--- config.mk ---
export PLATFORM = sky130hd
export DESIGN_NAME = wb_gpio_flat
export DESIGN_NICKNAME = d
export VERILOG_FILES = /design/src/rtl/wb_gpio_if.sv /design/src/rtl/wb_gpio.sv /design/src/flat_wrapper.sv
export SDC_FILE = /design/constraint.sdc
export NUM_CORES = 1
export LEC_CHECK = 0
export CORE_MARGIN = 10
export CORE_UTILIZATION = 40
export DETAILED_ROUTE_END_ITERATION = 8
export HOLD_SLACK_MARGIN = 0.1
export PLACE_DENSITY = 0.57
export SYNTH_ARGS = -nofsm -noshare
export SYNTH_HDL_FRONTEND = slang
export SYNTH_SLANG_ARGS = --single-unit
--- constraint.sdc ---
create_clock -name clk -period 3.2 [get_ports clk]
set_input_delay 0.64 -clock clk [delete_from_list [all_inputs] [get_ports clk]]
set_output_delay 0.64 -clock clk [all_outputs]
set_load 0.01 [all_outputs]
--- src/rtl/wb_gpio_if.sv ---
// Wishbone classic-pipelined bus bundle shared by the J1 data-bus peripherals.
interface if_wb #(
    parameter int unsigned AW = 16,
    parameter int unsigned DW = 16
) ();
    logic          clk;
    logic          rst;
    logic          cyc;
    logic          stb;
    logic          we;
    logic [AW-1:0] adr;
    logic [DW-1:0] dat_i;
    logic [DW-1:0] dat_o;
    logic          ack;
    logic          stall;

    modport slave (
        input  clk, rst, cyc, stb, we, adr, dat_i,
        output dat_o, ack, stall
    );

    modport master (
        input  clk, rst, dat_o, ack, stall,
        output cyc, stb, we, adr, dat_i
    );
endinterface

--- src/rtl/wb_gpio.sv ---
// Multi-port GPIO Wishbone slave: output/OE registers, synchronised inputs,
// atomic set/clear and per-bit edge interrupts merged into one irq line.
module wb_gpio #(
    parameter int unsigned N_PORTS     = 2,
    parameter int unsigned WIDTH       = 16,
    parameter int unsigned SYNC_STAGES = 2
) (
    input  logic                     clk,
    input  logic                     rst_n,
    if_wb.slave                      wb,
    output logic [N_PORTS*WIDTH-1:0] io_out,
    output logic [N_PORTS*WIDTH-1:0] io_oe,
    input  logic [N_PORTS*WIDTH-1:0] io_in,
    output logic                     irq
);
    // Port field is wide enough to encode N_PORTS itself, so that index decodes as unmapped.
    localparam int unsigned PSEL_W  = $clog2(N_PORTS + 1);
    localparam int unsigned IDX_W   = (N_PORTS > 1) ? $clog2(N_PORTS) : 1;
    localparam int unsigned PRIME_N = SYNC_STAGES + 1;
    localparam int unsigned CNT_W   = $clog2(PRIME_N + 1);
    localparam int unsigned NW      = N_PORTS * WIDTH;

    logic [N_PORTS-1:0][WIDTH-1:0] out_q, out_d, oe_q, oe_d, ien_q, ien_d;
    logic [N_PORTS-1:0][WIDTH-1:0] stat_q, stat_d, edge_q, edge_d, pin_p;
    logic [SYNC_STAGES-1:0][NW-1:0] sync_q, sync_d;
    logic [NW-1:0]    prev_q, prev_d, pin_s, edge_flat, hit;
    logic [CNT_W-1:0] cnt_q, cnt_d;
    logic             ack_q, ack_d, irq_q, irq_d;
    logic [WIDTH-1:0] dat_q, dat_d;
    logic             valid, psel_ok, prime_done;
    logic [PSEL_W-1:0] psel;
    logic [IDX_W-1:0]  pidx;
    logic              unused_ok;

    assign valid      = wb.cyc & wb.stb;
    assign psel       = wb.adr[3 +: PSEL_W];
    assign pidx       = IDX_W'(psel);
    assign psel_ok    = (32'(psel) < N_PORTS);
    assign pin_s      = sync_q[SYNC_STAGES-1];
    assign pin_p      = pin_s;
    assign edge_flat  = edge_q;
    assign prime_done = (cnt_q == CNT_W'(PRIME_N));
    assign hit        = (pin_s & ~prev_q & ~edge_flat) | (~pin_s & prev_q & edge_flat);
    assign unused_ok  = ^{wb.adr, wb.clk, wb.rst};

    assign wb.ack   = ack_q;
    assign wb.dat_o = dat_q;
    assign wb.stall = 1'b0;
    assign io_out   = out_q;
    assign io_oe    = oe_q;
    assign irq      = irq_q;

    // Next-state: bus writes, edge capture (set beats W1C), read data and irq.
    always_comb begin
        out_d  = out_q;
        oe_d   = oe_q;
        ien_d  = ien_q;
        stat_d = stat_q;
        edge_d = edge_q;
        dat_d  = dat_q;
        ack_d  = valid;
        sync_d = {sync_q[SYNC_STAGES-2:0], io_in};
        prev_d = pin_s;
        cnt_d  = prime_done ? cnt_q : cnt_q + CNT_W'(1);

        if (valid && wb.we && psel_ok) begin
            case (wb.adr[2:0])
                3'd0:    out_d[pidx]  = wb.dat_i;
                3'd1:    oe_d[pidx]   = wb.dat_i;
                3'd3:    ien_d[pidx]  = wb.dat_i;
                3'd4:    stat_d[pidx] = stat_q[pidx] & ~wb.dat_i;
                3'd5:    edge_d[pidx] = wb.dat_i;
                3'd6:    out_d[pidx]  = out_q[pidx] | wb.dat_i;
                3'd7:    out_d[pidx]  = out_q[pidx] & ~wb.dat_i;
                default: ;
            endcase
        end

        if (prime_done) begin
            stat_d = stat_d | hit;
        end

        if (valid && !wb.we) begin
            dat_d = '0;
            if (psel_ok) begin
                case (wb.adr[2:0])
                    3'd0:    dat_d = out_q[pidx];
                    3'd1:    dat_d = oe_q[pidx];
                    3'd2:    dat_d = pin_p[pidx];
                    3'd3:    dat_d = ien_q[pidx];
                    3'd4:    dat_d = stat_q[pidx];
                    3'd5:    dat_d = edge_q[pidx];
                    default: dat_d = '0;
                endcase
            end
        end

        irq_d = |(stat_q & ien_q);
    end

    always_ff @(posedge clk or negedge rst_n) begin
        if (!rst_n) begin
            out_q  <= '0;
            oe_q   <= '0;
            ien_q  <= '0;
            stat_q <= '0;
            edge_q <= '0;
            sync_q <= '0;
            prev_q <= '0;
            cnt_q  <= '0;
            ack_q  <= 1'b0;
            dat_q  <= '0;
            irq_q  <= 1'b0;
        end else begin
            out_q  <= out_d;
            oe_q   <= oe_d;
            ien_q  <= ien_d;
            stat_q <= stat_d;
            edge_q <= edge_d;
            sync_q <= sync_d;
            prev_q <= prev_d;
            cnt_q  <= cnt_d;
            ack_q  <= ack_d;
            dat_q  <= dat_d;
            irq_q  <= irq_d;
        end
    end
endmodule
--- src/flat_wrapper.sv ---
// flat-port wrapper written by rule: the top's interface ports become plain ports
module wb_gpio_flat 
#(
    parameter int unsigned N_PORTS     = 2,
    parameter int unsigned WIDTH       = 16,
    parameter int unsigned SYNC_STAGES = 2
)
  (clk, rst_n, io_out, io_oe, io_in, irq, wb_clk, wb_rst, wb_cyc, wb_stb, wb_we, wb_adr, wb_dat_i, wb_dat_o, wb_ack, wb_stall);
  if_wb wb_i ();
  input  logic clk;
  input  logic rst_n;
  output logic [N_PORTS*WIDTH-1:0] io_out;
  output logic [N_PORTS*WIDTH-1:0] io_oe;
  input  logic [N_PORTS*WIDTH-1:0] io_in;
  output logic irq;
  input wire logic [$bits(wb_i.clk)-1:0] wb_clk;
  input wire logic [$bits(wb_i.rst)-1:0] wb_rst;
  input wire logic [$bits(wb_i.cyc)-1:0] wb_cyc;
  input wire logic [$bits(wb_i.stb)-1:0] wb_stb;
  input wire logic [$bits(wb_i.we)-1:0] wb_we;
  input wire logic [$bits(wb_i.adr)-1:0] wb_adr;
  input wire logic [$bits(wb_i.dat_i)-1:0] wb_dat_i;
  output wire logic [$bits(wb_i.dat_o)-1:0] wb_dat_o;
  output wire logic [$bits(wb_i.ack)-1:0] wb_ack;
  output wire logic [$bits(wb_i.stall)-1:0] wb_stall;
  assign wb_i.clk = wb_clk;
  assign wb_i.rst = wb_rst;
  assign wb_i.cyc = wb_cyc;
  assign wb_i.stb = wb_stb;
  assign wb_i.we = wb_we;
  assign wb_i.adr = wb_adr;
  assign wb_i.dat_i = wb_dat_i;
  assign wb_dat_o = wb_i.dat_o;
  assign wb_ack = wb_i.ack;
  assign wb_stall = wb_i.stall;
  wb_gpio #(.N_PORTS(N_PORTS), .WIDTH(WIDTH), .SYNC_STAGES(SYNC_STAGES)) u_core (.clk(clk), .rst_n(rst_n), .wb(wb_i), .io_out(io_out), .io_oe(io_oe), .io_in(io_in), .irq(irq));
endmodule
==> metrics.yaml <==
timing:
  worst_slew_pin_slew_ns: 0.6942
  timing_hold_violations_final: 0
  fin_tns_setup_ns: 0
  finalCriticalPeriod_ns: 2.288
  rsz0062_at_grt: "false"
  post-route-period-util_pct: 71.51
  setup_viol: 0
  fmax_ghz: 0.4370
  final.setup_skew_ns: 0.007205
  maxSlewViolCount: 0
  slew_headroom_pct: 53.72
grt:
  grt_pass1_wl_um: 50400
  antenna_found_initial: 0
  grt-ovfl-total: 0
  grtUsageTotal_pct: 17.59
  grt_start_max_net_pins: 75
  grt_pass1_vias: 8195
worst_setup_path:
  critical_path.cell_chain: "clkdlybuf4s50_1, or3b_1, or3_1, buf_4, mux2_4"
  cp-startpoint: "wb_adr[0]"
  path_depth: 5
  cp-endpoint: "u_core.io_oe[26]"
  cp_num_buf_inv: 2
  cp_max_fo: 16
  max_stage_delay_ns: 0.66
  crit_arrival_ns: 2.72
  critPathSlowestCell: "clkdlybuf4s50_1"
  rrSetupSlack_ns: 1.56
  crit_family: "buffers and inverters"
  reg2reg_to: "u_core.irq"
  reg2reg_depth: 3
  required_ns: 3.64
  end_kind: "flip-flop"
  r2r-start: "u_core.stat_q[22]"
  cp-start-kind: "primary input"
  path_class: "in2reg"
clock_network:
  htree_levels: 1
  root_buffer: "clkbuf_16"
  clock_sinks: 276
  clk_pin_slew_ns: 0.06
  clkLatencyLatePin_ns: 0.55
  cts_tree: "done"
  clockBufferDepth: 3
  cts_inserted_buffers: 30
logic_synthesis:
  synthCells: 913
  yosys_warnings: 0
  synth_seq_cells: 276
  syn-num-nets: 985
  yosys.area.top_type_share_pct: 59.01
  synth_area_leaders: "dfrtp_1, mux2_2, mux2i_1, a22o_1, o21ai_0"
  syn_area_per_cell_um2: 12.82
  async_flop_share_pct: 100.0
  ys_types: 40
  synth-edff-count: 0
  ys.flop_type: "dfrtp_1"
  ys_seq_area_share_pct: 59.01
  yosysTopAreaCell: "dfrtp_1"
  syn_area_um2: 11700
power_and_ir_drop:
  finalPower_w: 0.008709
  pwr-share-clk_pct: 43.2
  p_comb_share_pct: 11.6
  p_int_w: 0.006640
  static-leakage-power_nw: 6.479
  switching_share_pct: 23.75
  peakVddDrop_v: 0.0004057
  power.density_nw_per_um2: 590.8
  seqPwrFrac_pct: 45.1
  power.switching_w: 0.002068
placement:
  place.gp.congestion: 0.8176
  port-buffer-count: 139
  dp_hpwl_um: 22830
status:
  status: "finished, final reports clean"
floorplan:
  core_area_um2: 28780
  die_w_um: 191.1
  die_area_um2: 36500
  ios: 154
  die_h_um: 191.1
  rows: 62
  initial_core_util_pct: 40.67
detailed_routing:
  firstDrtPassIters: 5
  met3RoutedLength_um: 2237
  antenna_left: 0
  wire_per_inst_um: 22.38
  num_vias: 8038
  totalWireLength_um: 32700
  wl_met1_um: 15870
  viasPerCell: 5.502
  drc: 0
  top_layer: "met4"
  dr_wl_met2_um: 13900
  drt_iter0_drc: 575
cells_and_area:
  antenna_cells: 0
  nNetsFinal: 1126
  area_delta_synth_final_pct: 25.95
  final_common_cell: "dfrtp_1"
  final_cell_mix: "dfrtp_1, clkdlybuf4s50_1, mux2i_1"
  drive_gt1_share_pct: 18.48
worst_hold_path:
  hold_path_class: "reg2reg"
flow_run:
  max_cap_viol_count: 0
## sequential cells by signal, summed over array words and instances (netlist names)
register / count
u_core.irq: 1
u_core.io_out: 32
u_core.ien_q: 32
u_core.cnt_q: 2
u_core.io_oe: 32
u_core.wb.ack: 1
u_core.prev_q: 32
u_core.edge_flat: 32
u_core.pin_p: 32
u_core.sync_d: 32
u_core.wb.dat_o: 16
u_core.stat_q: 32
## cells by family after synthesis
| kind of cell | after synthesis | synth area share, % |
|---|---|---|
| buffers and inverters | 70 | 2.683 |
| multiplexers | 190 | 17.71 |
| AND/OR/NAND/NOR | 164 | 8.339 |
| other | 1 | 0.03204 |
| XOR/XNOR | 2 | 0.1497 |
| adder cells (fa/ha/maj) | 1 | 0.1069 |
| AO/OA/AOI/OAI | 209 | 11.96 |
| flip-flops | 276 | 59.01 |
## per-layer routing
layer	global-route usage (%)	vias up
met5	0	-
met4	4.778	0
met3	3.426	49
met2	25.57	265
met1	26.11	4082
li1	-	3642
## repair_timing
item / CTS / global route
endpoints found under the hold margin: 50 / 0
hold buffers: 1 / 0
buffers inserted: 0 / 0
gates resized for setup: 0 / 0
## stage by stage
step,utilization (%),setup WS [ns],hold WS [ns],cell area [µm²],instances
floorplan,-,0.9529,0.3312,11700,913
global placement,47.34,0.3841,0.3339,13620,1405
detailed placement,47.34,0.3473,0.3347,13620,1405
CTS,51.22,0.9443,0.3432,14740,1461
global route,51.22,0.8394,0.3525,14740,1461
finish,51.22,0.9117,0.3455,14740,1461
## how the worst min path moves through the flow
stage	start	end	slack [ns]	cells after the start
global route	u_core.sync_d[41]	u_core.pin_p[9]	0.35	0
detailed placement	u_core.sync_d[36]	u_core.pin_p[4]	0.33	0
global placement	u_core.sync_d[59]	u_core.pin_p[27]	0.33	0
CTS	u_core.sync_d[61]	u_core.pin_p[29]	0.34	0
finish	u_core.sync_d[41]	u_core.pin_p[9]	0.35	0
floorplan	u_core.sync_d[32]	u_core.pin_p[0]	0.33	0
## power by group through the flow
stage | clock network [W] | logic, W | registers [W]
detailed placement | 0 | 0.00102 | 0.00399
finish | 0.00377 | 0.00101 | 0.00393
floorplan | 0 | 0.000427 | 0.00399
CTS | 0.00386 | 0.00103 | 0.00393
global route | 0.00401 | 0.00109 | 0.00396
global placement | 0 | 0.00102 | 0.00398
## synthesized netlist by cell type (4+ instances only)
library cell,count
dfrtp_1,276
mux2i_1,92
mux2_2,87
o21ai_0,79
a22o_1,64
nand2_1,52
o22ai_1,45
clkbuf_1,42
nand2b_1,32
nand3b_1,32
buf_2,20
a22oi_1,16
nor3_1,15
mux2_4,10
nand4_1,6
nand4b_1,5
nor3_2,5
or3_1,4
## layout make-up
cell class | count | area (µm²)
Clock buffer | 45 | 917.1
Timing Repair Buffer | 177 | 1757
Tap cell | 384 | 480.5
Multi-Input combinational cell | 567 | 4483
Inverter | 2 | 7.507
Sequential cell | 276 | 6907
Fill cell | 2479 | 14040
Clock inverter | 10 | 188.9
Power figures use the tool's default switching activity.
